## config.mk

```make
export PLATFORM = sky130hd
export DESIGN_NAME = gpr_file
export DESIGN_NICKNAME = d
export VERILOG_FILES = /design/src/rtl/gpr_file_pkg.sv /design/src/rtl/gpr_file_wr_decode.sv /design/src/rtl/gpr_file.sv
export SDC_FILE = /design/constraint.sdc
export NUM_CORES = 2
export LEC_CHECK = 0
export CAP_MARGIN = 20
export CORE_MARGIN = 2
export CORE_UTILIZATION = 50
export CTS_CLUSTER_DIAMETER = 80
export DETAILED_ROUTE_END_ITERATION = 8
export PLACE_DENSITY = 0.63
export SYNTH_ARGS = -nofsm -noshare
export SYNTH_HDL_FRONTEND = slang
export SYNTH_SLANG_ARGS = --single-unit
```

## constraint.sdc

```tcl
create_clock -name clk -period 16.2 [get_ports clk]
set_clock_uncertainty 0.15 [all_clocks]
set_input_delay 4.05 -clock clk [delete_from_list [all_inputs] [get_ports clk]]
set_output_delay 4.05 -clock clk [all_outputs]
set_load 0.01 [all_outputs]
```

## src/rtl/gpr_file_pkg.sv

```systemverilog
// ============================================================================
// Module   : gpr_file_pkg
// Brief    : Shared CPU constants for the register file and destination select.
// Revision : 1.0
// ============================================================================
`default_nettype none

package gpr_file_pkg;

  localparam int DATA_W = 32;
  localparam int ADDR_W = 5;

  localparam logic [ADDR_W-1:0] REG_ZERO = 5'd0;
  // Link register, targeted by the destination-select mux for jal/bgezal.
  localparam logic [ADDR_W-1:0] REG_RA   = 5'd31;

endpackage

`default_nettype wire

```

## src/rtl/gpr_file_wr_decode.sv

```systemverilog
// ============================================================================
// Module   : gpr_file_wr_decode
// Brief    : Enabled address-to-one-hot decoder; output bit 0 is always 0.
// Revision : 1.0
// ============================================================================
`default_nettype none

module gpr_file_wr_decode #(
  parameter int ADDR_W = gpr_file_pkg::ADDR_W,
  parameter int NREGS  = 1 << ADDR_W
) (
  input  logic              en,
  input  logic [ADDR_W-1:0] addr,
  output logic [NREGS-1:0]  onehot
);

  // $zero can never be selected, so its line is tied off rather than decoded.
  assign onehot[0] = 1'b0;

  for (genvar i = 1; i < NREGS; i++) begin : g_dec
    assign onehot[i] = en & (addr == ADDR_W'(i));
  end

endmodule

`default_nettype wire

```

## src/rtl/gpr_file.sv

```systemverilog
// ============================================================================
// Module   : gpr_file
// Brief    : 32x32 GPR file, 2 bypassed read ports, 1 write port, busy scoreboard.
// Revision : 1.0
// ============================================================================
`default_nettype none

module gpr_file
  import gpr_file_pkg::REG_ZERO;
#(
  parameter int DATA_W = gpr_file_pkg::DATA_W,
  parameter int ADDR_W = gpr_file_pkg::ADDR_W
) (
  input  logic              clk,
  input  logic              rst_n,
  input  logic [ADDR_W-1:0] rs_addr,
  output logic [DATA_W-1:0] rs_data,
  input  logic [ADDR_W-1:0] rt_addr,
  output logic [DATA_W-1:0] rt_data,
  input  logic              wr_en,
  input  logic [ADDR_W-1:0] wr_addr,
  input  logic [DATA_W-1:0] wr_data,
  input  logic              iss_en,
  input  logic [ADDR_W-1:0] iss_addr,
  output logic              rs_busy,
  output logic              rt_busy,
  output logic [ADDR_W:0]   pend_cnt
);

  localparam int NREGS = 1 << ADDR_W;

  logic [DATA_W-1:0] r_regs [NREGS];
  logic [NREGS-1:0]  r_busy;
  logic [ADDR_W:0]   r_pend;

  logic [NREGS-1:0]  w_wr_vec;
  logic [NREGS-1:0]  w_set_vec;
  logic [NREGS-1:0]  w_busy_next;
  logic [ADDR_W:0]   w_pop;
  logic              w_rs_hit;
  logic              w_rt_hit;

  gpr_file_wr_decode #(.ADDR_W(ADDR_W), .NREGS(NREGS)) u_wr_dec (
    .en     (wr_en),
    .addr   (wr_addr),
    .onehot (w_wr_vec)
  );

  gpr_file_wr_decode #(.ADDR_W(ADDR_W), .NREGS(NREGS)) u_set_dec (
    .en     (iss_en),
    .addr   (iss_addr),
    .onehot (w_set_vec)
  );

  // The write-enable vector doubles as the clear vector; set is applied last
  // so a new producer wins over one retiring to the same register.
  assign w_busy_next = (r_busy & ~w_wr_vec) | w_set_vec;

  always_comb begin
    w_pop = '0;
    for (int i = 0; i < NREGS; i++) begin
      w_pop = w_pop + (ADDR_W+1)'(w_busy_next[i]);
    end
  end

  always_ff @(posedge clk or negedge rst_n) begin
    if (!rst_n) begin
      for (int i = 0; i < NREGS; i++) begin
        r_regs[i] <= '0;
      end
      r_busy <= '0;
      r_pend <= '0;
    end else begin
      for (int i = 0; i < NREGS; i++) begin
        if (w_wr_vec[i]) begin
          r_regs[i] <= wr_data;
        end
      end
      r_busy <= w_busy_next;
      r_pend <= w_pop;
    end
  end

  assign w_rs_hit = wr_en & (wr_addr == rs_addr);
  assign w_rt_hit = wr_en & (wr_addr == rt_addr);

  // Bypass is gated by rst_n so reads stay zero while reset is held.
  always_comb begin
    rs_data = '0;
    rt_data = '0;
    if (rs_addr != REG_ZERO) begin
      rs_data = (w_rs_hit & rst_n) ? wr_data : r_regs[rs_addr];
    end
    if (rt_addr != REG_ZERO) begin
      rt_data = (w_rt_hit & rst_n) ? wr_data : r_regs[rt_addr];
    end
  end

  assign rs_busy  = r_busy[rs_addr] & ~w_rs_hit;
  assign rt_busy  = r_busy[rt_addr] & ~w_rt_hit;
  assign pend_cnt = r_pend;

endmodule

`default_nettype wire
```

* Word-level counts from Yosys, hierarchy flattened
Cells that the tools add are included. W data, S select, Z words.
Cells by class: equal/unequal tests 64, divide/modulo/power cells 0, bitwise gates (word level) 75, shifts and indexed selects 0, multiply operators 0, mux-type cells 14, $add $sub $neg 31, magnitude comparators 4, reduce and logical (&&, ||, !) cells 2
Operator list (number):
- $bmux W32 S5 | 2
- $mux W32 | 8
- $eq A5 B5 Y1 const B | 32
- $add A6 B1 Y6 | 26
- $eq A5 B4 Y1 const B | 16
- $and A1 B1 Y1 | 68
- $eq A5 B3 Y1 const B | 8
- $and A32 B32 Y32 | 1
- $not A32 Y32 | 1
- $or A32 B32 Y32 | 1
- $eq A5 B2 Y1 const B | 4
- $ge A6 B6 Y1 const B | 2
- $lt A5 B6 Y1 const B | 2
- $not A5 Y6 | 2
- $bmux W1 S5 | 2
- $eq A5 B1 Y1 const B | 2
- $eq A5 B5 Y1 | 2
- $reduce_bool A5 Y1 | 2
- $add A5 B1 Y6 | 1
- $add A4 B1 Y5 | 1
- $add A3 B1 Y4 | 1
- $add A2 B1 Y3 | 1
- $add A1 B1 Y2 | 1
- $mux W1 | 2
- $not A1 Y1 | 2
Word-level totals: memory bits (read-only) 0, register bits 1030, output and inout port bits 72, memories 0, latch bits 0, bits of input ports 56, bits in writable memories 0

* Longest topological paths before layout
word-level depth 36, mapped depth 27

* Modules after synthesis
Synthesis repeated with hierarchy kept, for this count alone.
Second synthesis, totals: cell total of the unflattened synthesis 4010, area, all modules 57970.6 um2
Modules (own cells, without submodules):
- gpr_file | cells an instance 3914, instances 1, area an instance 57495.1 um2
- gpr_file_wr_decode | cells an instance 48, instances 2, area an instance 237.7 um2

* Worst setup path after synthesis
OpenSTA, ideal clock, no wires.
path type input to register, from input wr_addr[2], to register r_pend[4] (netlist: pend_cnt[4]), arrival 9.869 ns, stages 27, setup time 0.080 ns, slack 6.101 ns, path through buf_6 -> nand2b_1 -> or2_1 -> clkbuf_1 -> or3_1 -> buf_2 -> buf_6 -> a32o_1 -> fa_1 -> inv_1 -> fa_1 -> inv_1 -> fa_1 -> inv_1 -> fa_1 -> inv_1 -> fa_1 -> inv_1 -> fa_1 -> inv_1 -> fa_1 -> inv_1 -> fa_1 -> inv_1 -> a21o_1 -> a21oi_1 -> xnor2_1
Between the ends: elaborated cells between the ends (all ways) 96, classes of those cells add/sub: 31; eq/ne: 31; bitwise: 34
RTL lines:
- from (decl) | line gpr_file.sv:21 | input logic [ADDR_W-1:0] wr_addr,
- $eq A5 B5 Y1 | line gpr_file_wr_decode.sv:21 | assign onehot[i] = en & (addr == ADDR_W'(i));
- $and A1 B1 Y1 | line gpr_file_wr_decode.sv:21
- $not A32 Y32 | line gpr_file.sv:57 | assign w_busy_next = (r_busy & ~w_wr_vec) | w_set_vec;
- $and A32 B32 Y32 | line gpr_file.sv:57
- $or A32 B32 Y32 | line gpr_file.sv:57
- via w_busy_next[24] | line gpr_file.sv:38 | logic [NREGS-1:0] w_busy_next;
- $add A6 B1 Y6 (8 in a row) | line gpr_file.sv:62 | w_pop = w_pop + (ADDR_W+1)'(w_busy_next[i]);
- via w_pop[4] | line gpr_file.sv:39 | logic [ADDR_W:0] w_pop;
- to (signal assigned) | line gpr_file.sv:80 | r_pend <= w_pop;
- to (decl) | line gpr_file.sv:34 | logic [ADDR_W:0] r_pend;
The timed path passes the listed nets, and every way through them passes these cells. A chain may end at the register's enable or synchronous reset.

* Final worst setup path
from input rs_addr[2], to output rs_data[10]
Between the ends: word-level cells in the longest chain between the ends 6, elaborated cells between the ends (all ways) 10, classes of those cells eq/ne: 1; mux: 5; bitwise: 3; reduce/logical: 1
RTL lines:
- from (decl) | line gpr_file.sv:16 | input logic [ADDR_W-1:0] rs_addr,
- $not A5 Y6 (not written as such) | line gpr_file.sv:92 | rs_data = (w_rs_hit & rst_n) ? wr_data : r_regs[rs_addr];
- $bmux W32 S5 | line gpr_file.sv:92
- $mux W32 (not written as such) (2 in a row) | line gpr_file.sv:92
- $mux W32 | line gpr_file.sv:92
- $mux W32 (*) | line gpr_file.sv:91 | if (rs_addr != REG_ZERO) begin
- to (decl) | line gpr_file.sv:17 | output logic [DATA_W-1:0] rs_data,
Every way passes the cells marked *; elsewhere a longest branch is shown, timed or not. The select of a mux whose other input is x is not followed.

==> results.py <==
metrics = {
    "setup_path": {
        "cp.arrival_ns": 7.86,
        "cp_common_cell": "buf_4",
        "crit_path_start_kind": "primary input",
        "critPathKind": "in -> out",
        "endpoint_kind": "output port",
        "crit_slowest_cell": "nor2b_4",
        "max_stage_delay_ns": 0.64,
        "reg2reg_setup_slack_ns": 10.67,
        "critPathLaunch": "rs_addr[2]",
        "critPathCapture": "rs_data[10]",
        "r2r_end": "pend_cnt[4]",
        "r2r_cells": 20,
        "cp_data_required_time_ns": 12.00,
        "r2r-start": "r_busy[24]",
        "path_cells": "buf_4 > buf_4 > nor2b_4 > buf_4 > a22oi_1 > nand3_1 > nand4_1 > o221a_2 > clkdlybuf4s50_1",
        "crit_fanout": 40,
    },
    "floorplanning": {
        "fp.coreArea_um2": 115000,
        "io_pins": 128,
        "die_x_um": 344,
        "fp.dieH_um": 344,
        "core.rowCount": 124,
        "dieArea_um2": 118000,
        "initial_utilization_pct": 50.4,
    },
    "routing": {
        "wl_um": 187000,
        "drtIter0Drc": 4075,
        "ant_nets": 0,
        "drc_errors": 0,
        "viasPerCell": 6.57,
        "vias": 40905,
        "drtPass1Iterations": 5,
        "wl_per_cell_um": 30.0,
    },
    "synthesis": {
        "ys_async_sr_fraction_pct": 100,
        "synth_cells": 4731,
        "seq_area_frac_synth_pct": 44.6,
        "yosysWarnings": 0,
        "yosysTopAreaCellShare_pct": 44.6,
        "synth_flop_cell": "dfrtp_1",
        "netlist_top_cells_count": "mux2_2 (1,284), dfrtp_1 (1,029), mux2i_1 (448), clkbuf_1 (212), a22oi_1 (194)",
        "yosys.cell_count.top_type": "mux2_2",
        "syn_nets": 4817,
        "synth.avg_cell_area_um2": 12.2,
        "synthDistinctLibCells": 54,
        "synth_top_cell_by_area": "dfrtp_1",
        "synth_edf_count": 0,
        "synth_seq_cells": 1029,
        "syn_area_um2": 57700,
        "synth_area_leaders": "dfrtp_1 (45%), mux2_2 (25%), mux2i_1 (7.8%), mux4_2 (3.2%), a22oi_1 (2.5%)",
    },
    "power": {
        "totalPowerFinal_mw": 8.79,
        "power_switching_mw": 2.70,
        "p_seq_share_pct": 39.6,
        "p_int_mw": 6.09,
        "power_density_nw_per_um2": 137,
        "ir_worst_vdd_v": 0.000564,
        "comb_power_share_pct": 29.2,
        "p_leak_nw": 28.6,
        "pwr-share-clk_pct": 31.3,
        "swShare_pct": 30.7,
    },
    "clock_tree": {
        "hold_buffers": 0,
        "cts_buffer_depth": 3,
        "root_buffer": "clkbuf_16",
        "htree_levels": 3,
        "postCtsSetupBuffers": 0,
        "tritoncts": "yes",
        "clk_pin_slew_ns": 0.06,
        "clk_latency_ns": 0.71,
        "cts_resized": 0,
        "clock-sinks": 1029,
        "numCtsBuffers": 112,
    },
    "timing": {
        "hold_viol": 0,
        "post-route-min-period_ns": 12.06,
        "max_freq_mhz": 82.9,
        "fin_setup_tns_ns": 0,
        "timing.hold.ws_ns": 0.369,
        "worstMarginPinSlew_ns": 1.12,
        "drv_slew": 0,
        "setup_viol": 0,
        "slew_headroom_pct": 25.0,
        "finalCritPeriodShare_pct": 74.4,
        "rsz0062_at_grt": "no",
    },
    "finish": {
        "fill_cells": 9715,
        "syn_to_final_growth_pct": 11.1,
        "stdcell_count": 6228,
        "nNetsFinal": 4703,
        "drive_gt1_share_pct": 38.5,
    },
    "outcome": {
        "outcome": "complete, no violations",
    },
    "placed_design": {
        "place_inst": 6011,
        "portBuffers": 127,
        "place.gp.congestion": 0.809,
        "dp_hpwl_um": 106000,
    },
    "global_routing": {
        "grt_antenna_before_repair": 8,
        "grt_max_degree": 163,
        "overflow": 0,
        "track_usage_pct": 31.5,
        "grt_pass1_wl_um": 278000,
        "grt_pass1_vias": 41802,
    },
    "flow_run": {
        "maxCapViolCount": 0,
    },
    "hold_path": {
        "hp-class": "reg -> reg",
    },
}
registers in the layout, summed over array words and instances, names as in the netlist:
| name | count |
|---|---|
| pend_cnt | 6 |
| r_regs | 992 |
| r_busy | 31 |
worst min-delay path by stage:
stage                      from           to  slack, ns  depth (start not counted)
finish              r_regs[803]  r_regs[803]       0.37                          1
CTS                 r_regs[822]  r_regs[822]       0.37                          1
floorplan           r_regs[896]  r_regs[896]       0.34                          1
global placement    r_regs[927]  r_regs[927]       0.35                          1
detailed placement  r_regs[921]  r_regs[921]       0.36                          1
global route         r_regs[56]   r_regs[56]       0.38                          1
critical path, delay by kind of cell:
family	cells	cell delay [ns]
AO/OA/AOI/OAI	2	0.56
buffers and inverters	4	2.01
AND/OR/NAND/NOR	3	1.09
metrics by stage:
stage,setup WS (ns),util (%),instance area (um2)
2_1_floorplan,6.10,-,57700
3_3_place_gp,3.83,52.5,60100
3_5_place_dp,4.21,52.5,60100
4_1_cts,4.20,55.9,64000
5_1_grt,4.11,56.0,64100
6_report,4.14,56.0,64100
layout make-up:
cell class                      instances  area [um2]  share of cell area, %
Multi-Input combinational cell       3173       30000                   46.7
Sequential cell                      1029       25700                   40.1
Clock buffer                          158        3250                   5.07
Timing Repair Buffer                  258        2410                   3.76
Tap cell                             1512        1890                   2.95
Clock inverter                         54         693                   1.08
Inverter                               43         161                  0.252
Antenna cell                            1        2.50                0.00390
metal layers:
metal | vias up | wire (um) | track usage (%)
li1 | 17430 | - | -
met1 | 21466 | 79200 | 42.4
met2 | 1562 | 87000 | 50.6
met3 | 443 | 13600 | 6.42
met4 | 4 | 6830 | 11.0
met5 | - | 24 | 0
kinds of logic (layout without fill, tap and decap cells):
group / Yosys count / count (layout) / synth area share (%)
other: 0 / 1 / 0
flip-flops: 1029 / 1029 / 44.6
buffers and inverters: 529 / 513 / 3.94
adder cells (fa/ha/maj): 30 / 30 / 0.949
XOR/XNOR: 13 / 13 / 0.197
AO/OA/AOI/OAI: 753 / 753 / 8.98
multiplexers: 1844 / 1844 / 36.8
AND/OR/NAND/NOR: 533 / 533 / 4.55
power by group through the flow:
stage	Sequential (mW)	Combinational, mW	Clock, mW
4_1_cts	3.46	2.59	2.79
3_5_place_dp	3.51	2.56	0
5_1_grt	3.54	2.87	2.89
2_1_floorplan	3.40	1.93	0
6_report	3.48	2.56	2.75
3_3_place_gp	3.48	2.51	0
cells in the final DEF, fill, tap and decap left out, types with 100 or more instances in the layout:
cell type	instances
nor2b_1	101
dfrtp_1	1029
a21oi_1	100
clkbuf_16	115
mux2_2	1284
a22oi_1	194
o22ai_1	127
buf_4	124
nand2_1	141
clkdlybuf4s50_1	120
mux2i_1	448
a211oi_1	126
(Power assumes the default switching activity.)
